===== config.mk =====
export PLATFORM = sky130hd
export DESIGN_NAME = booth4_seq
export DESIGN_NICKNAME = d
export VERILOG_FILES = /design/src/rtl/booth4_seq.sv
export SDC_FILE = /design/constraint.sdc
export NUM_CORES = 1
export LEC_CHECK = 0
export ABC_AREA = 0
export CORE_MARGIN = 4
export CORE_UTILIZATION = 45
export DETAILED_ROUTE_END_ITERATION = 8
export HOLD_SLACK_MARGIN = 0.1
export PLACE_DENSITY = 0.74
export SETUP_SLACK_MARGIN = 0.1
export SYNTH_ARGS = -nofsm -noshare
export SYNTH_HDL_FRONTEND = slang
export SYNTH_SLANG_ARGS = --single-unit

===== constraint.sdc =====
create_clock -name clk -period 3.5 [get_ports clk]
set_input_delay 1.05 -clock clk [delete_from_list [all_inputs] [get_ports clk]]
set_output_delay 1.05 -clock clk [all_outputs]
set_load 0.005 [all_outputs]

===== src/rtl/booth4_seq.sv =====
`default_nettype none
// ============================================================================
//  Module   : booth4_seq
//  Brief    : Sequential radix-4 Booth multiplier, one digit per clock,
//             start/busy/done handshake, signed two's-complement operands.
//  Revision : 1.0  initial release
// ============================================================================
module booth4_seq #(
   parameter int WIDTH = 8
) (
   input  logic                 clk,
   input  logic                 rst_n,
   input  logic                 start,
   input  logic [WIDTH-1:0]     a,
   input  logic [WIDTH-1:0]     b,
   output logic                 busy,
   output logic                 done,
   output logic [2*WIDTH-1:0]   prod
);

   localparam int C_NDIG = WIDTH / 2;
   localparam int C_CW   = (C_NDIG > 1) ? $clog2(C_NDIG) : 1;
   localparam logic [C_CW-1:0] C_LAST = C_CW'(C_NDIG - 1);

   typedef enum logic [1:0] {
      S_IDLE = 2'd0,
      S_CALC = 2'd1,
      S_DONE = 2'd2
   } state_t;

   state_t               r_state;
   logic [2*WIDTH-1:0]   r_m;     // sign-extended multiplicand, pre-shifted by 2i
   logic [WIDTH:0]       r_bx;    // multiplier with implicit b[-1]=0, shifted by 2i
   logic [2*WIDTH-1:0]   r_acc;
   logic [C_CW-1:0]      r_idx;
   logic [2*WIDTH-1:0]   w_pp;
   logic [2*WIDTH-1:0]   w_sum;
   logic                 w_accept;

   assign w_accept = start && (r_state != S_CALC);

   always_comb begin
      w_pp = '0;
      case (r_bx[2:0])
         3'b001, 3'b010: w_pp = r_m;
         3'b011:         w_pp = r_m << 1;
         3'b100:         w_pp = -(r_m << 1);
         3'b101, 3'b110: w_pp = -r_m;
         default:        w_pp = '0;
      endcase
   end

   assign w_sum = r_acc + w_pp;

   always_ff @(posedge clk or negedge rst_n) begin
      if (!rst_n) begin
         r_state <= S_IDLE;
         r_m     <= '0;
         r_bx    <= '0;
         r_acc   <= '0;
         r_idx   <= '0;
         busy    <= 1'b0;
         done    <= 1'b0;
         prod    <= '0;
      end else if (w_accept) begin
         r_m     <= {{WIDTH{a[WIDTH-1]}}, a};
         r_bx    <= {b, 1'b0};
         r_acc   <= '0;
         r_idx   <= '0;
         r_state <= S_CALC;
         busy    <= 1'b1;
         done    <= 1'b0;
      end else begin
         case (r_state)
            S_CALC: begin
               r_acc <= w_sum;
               r_m   <= r_m << 2;
               r_bx  <= r_bx >> 2;
               r_idx <= r_idx + 1'b1;
               if (r_idx == C_LAST) begin
                  prod    <= w_sum;
                  r_state <= S_DONE;
                  busy    <= 1'b0;
                  done    <= 1'b1;
               end
            end
            S_DONE: begin
               r_state <= S_IDLE;
               done    <= 1'b0;
            end
            default: begin
               r_state <= S_IDLE;
               busy    <= 1'b0;
               done    <= 1'b0;
            end
         endcase
      end
   end

endmodule
`default_nettype wire

==> results by group <==
Yosys
  • Register area share after synthesis: 38.73%
  • Post-synth top area cell: dfrtp_1
  • Mux cell area share after synthesis: 5.091%
  • Most frequent cells after synthesis: nand2_1 (69), dfrtp_1 (62), o21ai_0 (61)
  • Top_reg_cell synth: dfrtp_1
  • Synth Area in XOR/XNOR: 7.152%
  • Synth Cell Area: 0.004006 sq mm
  • Asr flop ratio synth: 100.0%
  • Synth unique cells: 57
  • Avg Cell Area, Syn: 8.488 sq um
  • Post-Synth Simple-Gate Area: 16.43%
  • Synthesized-area fraction occupied by adder cells: 5.809%
  • Syn_nets: 509
  • Post-synth EDFFs: 0
  • Largest cells by area after synthesis: dfrtp_1 (39%), o21ai_0 (7.6%), nand2_1 (6.5%)
  • Share of the synthesized area in the top cell type: 38.73%
  • Mapped Cells: 472
  • Largest family of logic cells by synthesized area: compound AO/OA/AOI/OAI gates
  • Yosys reg bits: 62
  • Synth Area in Compound Gates: 21.55%
  • Ys Warns: 0
  • Most common cell in the netlist: nand2_1

CTS
  • Clock Path Buffers: 2
  • CTS clock-pin slew for the worst setup and hold paths: 0.07 ns
  • # clock sinks: 62
  • CTS tree: built
  • Clk Tree Root Cell: clkbuf_8
  • Number of CTS-inserted buffers: 9
  • CTS HTree Levels: 3
  • Worst skew pair latency: 0.35 ns

Routing
  • ANT nets after route: 0
  • Via density: 5.581
  • DRT Pass-1 Iters: 5
  • Routed len/inst: 15.79 um
  • DRC errors left: 0
  • DR iter-0 viols: 149
  • Final wirelength: 10170 um
  • DR vias: 3594

STA
  • Fin crit share: 99.10%
  • Relative slew slack: 32.70%
  • Clock Skew: 0.008482 ns
  • Final Setup Violations: 0
  • Unrepaired setup endpoints after global routing: true
  • Min Clock Period, post-route: 3.469 ns
  • Pins Over Slew Limit: 0
  • Fmax: 288.3 MHz
  • Final hold vios: 0
  • Least-Margin Pin Slew: 1.009 ns

Flow run
  • Max-cap violations: 0

Floorplan
  • Initial Util: 46.16%
  • Die area: 0.01048 sq mm
  • CORE AREA: 0.008678 sq mm
  • Height of the die: 102.4 um
  • Die width: 102.4 um
  • I/O pin count: 37
  • Site Rows: 34

Place
  • Placed instance area: 0.004647 sq mm
  • DP Cell Count: 617
  • Port Buffers: 36
  • Hpwl dp: 7128 um
  • Global placement routability congestion: 0.8943

GRT
  • Global-route wire length before repair: 16500 um
  • Initial antenna violation count: 0
  • Gr ovfl total: 0
  • Largest net degree at the start of global routing: 63
  • GRT Total Usage: 19.95%
  • Vias in the first global route: 3465

Critical path
  • Data required, critical path: 3.74 ns
  • CP Class: reg -> reg
  • CP Max Fanout: 3
  • Data arrival, critical path: 3.71 ns
  • Crit. End Element: flop
  • Critical Path Source Type: flop

Cells and area
  • Area Growth Syn to Fin: 26.95%
  • Fin cells: 644
  • Final Instance Area: 0.005086 sq mm
  • Diodes inserted: 0
  • Nets: 569
  • Share of cells above drive strength 1: 20.15%

Status
  • Result of the run: finished, final reports clean

Power
  • Tot Pwr: 5.816 mW
  • Power density cells: 1143 mW/mm^2
  • Leak: 2.252 nW
  • Max IR drop VDD: 0.3634 mV

Hold path
  • Type of the tightest min-delay check: reg -> reg
cell type report:
class                   instances  area (sq um)
flip-flops and latches         62          1556
inverters                      16         60.06
repair buffers                 84         715.7
clock inverters                 1         30.03
well taps                     108         135.1
fillers                       771          3592
clock buffers                  14         152.6
multi-input cells             359          2436
cell usage in the layout, fill, tap and decap left out, drive strengths merged, types with 5 or more instances in the layout:
master | synthesis | final
o21ai | 72 | 72
nand2 | 71 | 71
dfrtp | 62 | 62
buf | 5 | 49
clkdlybuf4s50 | 0 | 35
a21oi | 35 | 35
nor2 | 23 | 23
nand3 | 21 | 21
xnor2 | 21 | 21
mux2i | 17 | 17
ha | 17 | 17
inv | 15 | 15
clkbuf | 30 | 14
xor2 | 10 | 10
a31oi | 7 | 7
nor3 | 7 | 7
and2 | 5 | 5
a221oi | 5 | 5
sequential cells by signal, summed over array words and instances (netlist names):
register  cells
r_acc        16
prod         16
r_idx         2
r_m          16
r_bx          9
r_state       2
busy          1
routing by layer:
metal | track usage, % | vias up | wire length [um]
li1 | - | 1779 | -
met1 | 25.28 | 1734 | 4597
met2 | 33.93 | 65 | 4987
met3 | 4.710 | 16 | 413
met4 | 5.853 | 0 | 169
met5 | 0 | - | 0
repair_timing:
item	in CTS	in global routing
gates resized for setup	14	24
setup endpoints to repair	8	12
hold buffers	0	0
pin swaps	6	20
buffers inserted	7	5
cell families (layout without fill, tap and decap cells):
group	count (synthesis)	after routing
adder cells (fa/ha/maj)	18	18
flip-flops	62	62
AO/OA/AOI/OAI	147	147
multiplexers	20	20
XOR/XNOR	31	31
AND/OR/NAND/NOR	143	143
buffers and inverters	51	115
final timing paths:
kind	startpoint	to	slack (ns)	cells after the start
min in group asynchronous	rst_n	prod[3]$_DFFE_PN0P_	0.86	2
max	r_m[3]$_DFFE_PN0P_	r_acc[15]$_DFFE_PN0P_	0.03	16
max reg2reg	r_m[3]$_DFFE_PN0P_	r_acc[15]$_DFFE_PN0P_	0.03	16
min	prod[8]$_DFFE_PN0P_	prod[8]$_DFFE_PN0P_	0.47	2
min reg2reg	prod[8]$_DFFE_PN0P_	prod[8]$_DFFE_PN0P_	0.47	2
max in group asynchronous	rst_n	r_m[4]$_DFFE_PN0P_	2.08	2
critical path, cell delays in order (launching register included):
cell      delay [ns]
dfrtp_2         0.44
nor4_4          0.30
nand2_2         0.09
or4_4           0.46
xnor2_4         0.20
a21oi_2         0.08
o21ai_1         0.11
a21oi_1         0.09
ha_1            0.32
nand2_2         0.07
or3_4           0.38
o21ai_2         0.09
a21oi_2         0.06
o221ai_2        0.18
xor2_2          0.21
o21bai_1        0.08
a22o_1          0.21
per-stage QoR:
step	utilization (%)	hold WS, ns	setup TNS [ns]	worst slack, ns
after floorplan	-	0.4492	0	0.02030
final	58.61	0.4739	0	0.03145
after detailed placement	53.55	0.4690	-0.09219	-0.07049
after CTS	56.83	0.4827	0	0.01577
after global routing	58.61	0.5193	-0.5028	-0.1533
after global placement	53.55	0.4611	0	0.09488
power breakdown:
part	leakage (nW)	total (mW)	switching (mW)	internal (mW)
logic	1.38	3.82	2.03	1.79
registers	0.785	1.38	0.318	1.06
clock network	0.0908	0.620	0.274	0.346
Note: power is estimated with default switching activity, not from simulation.
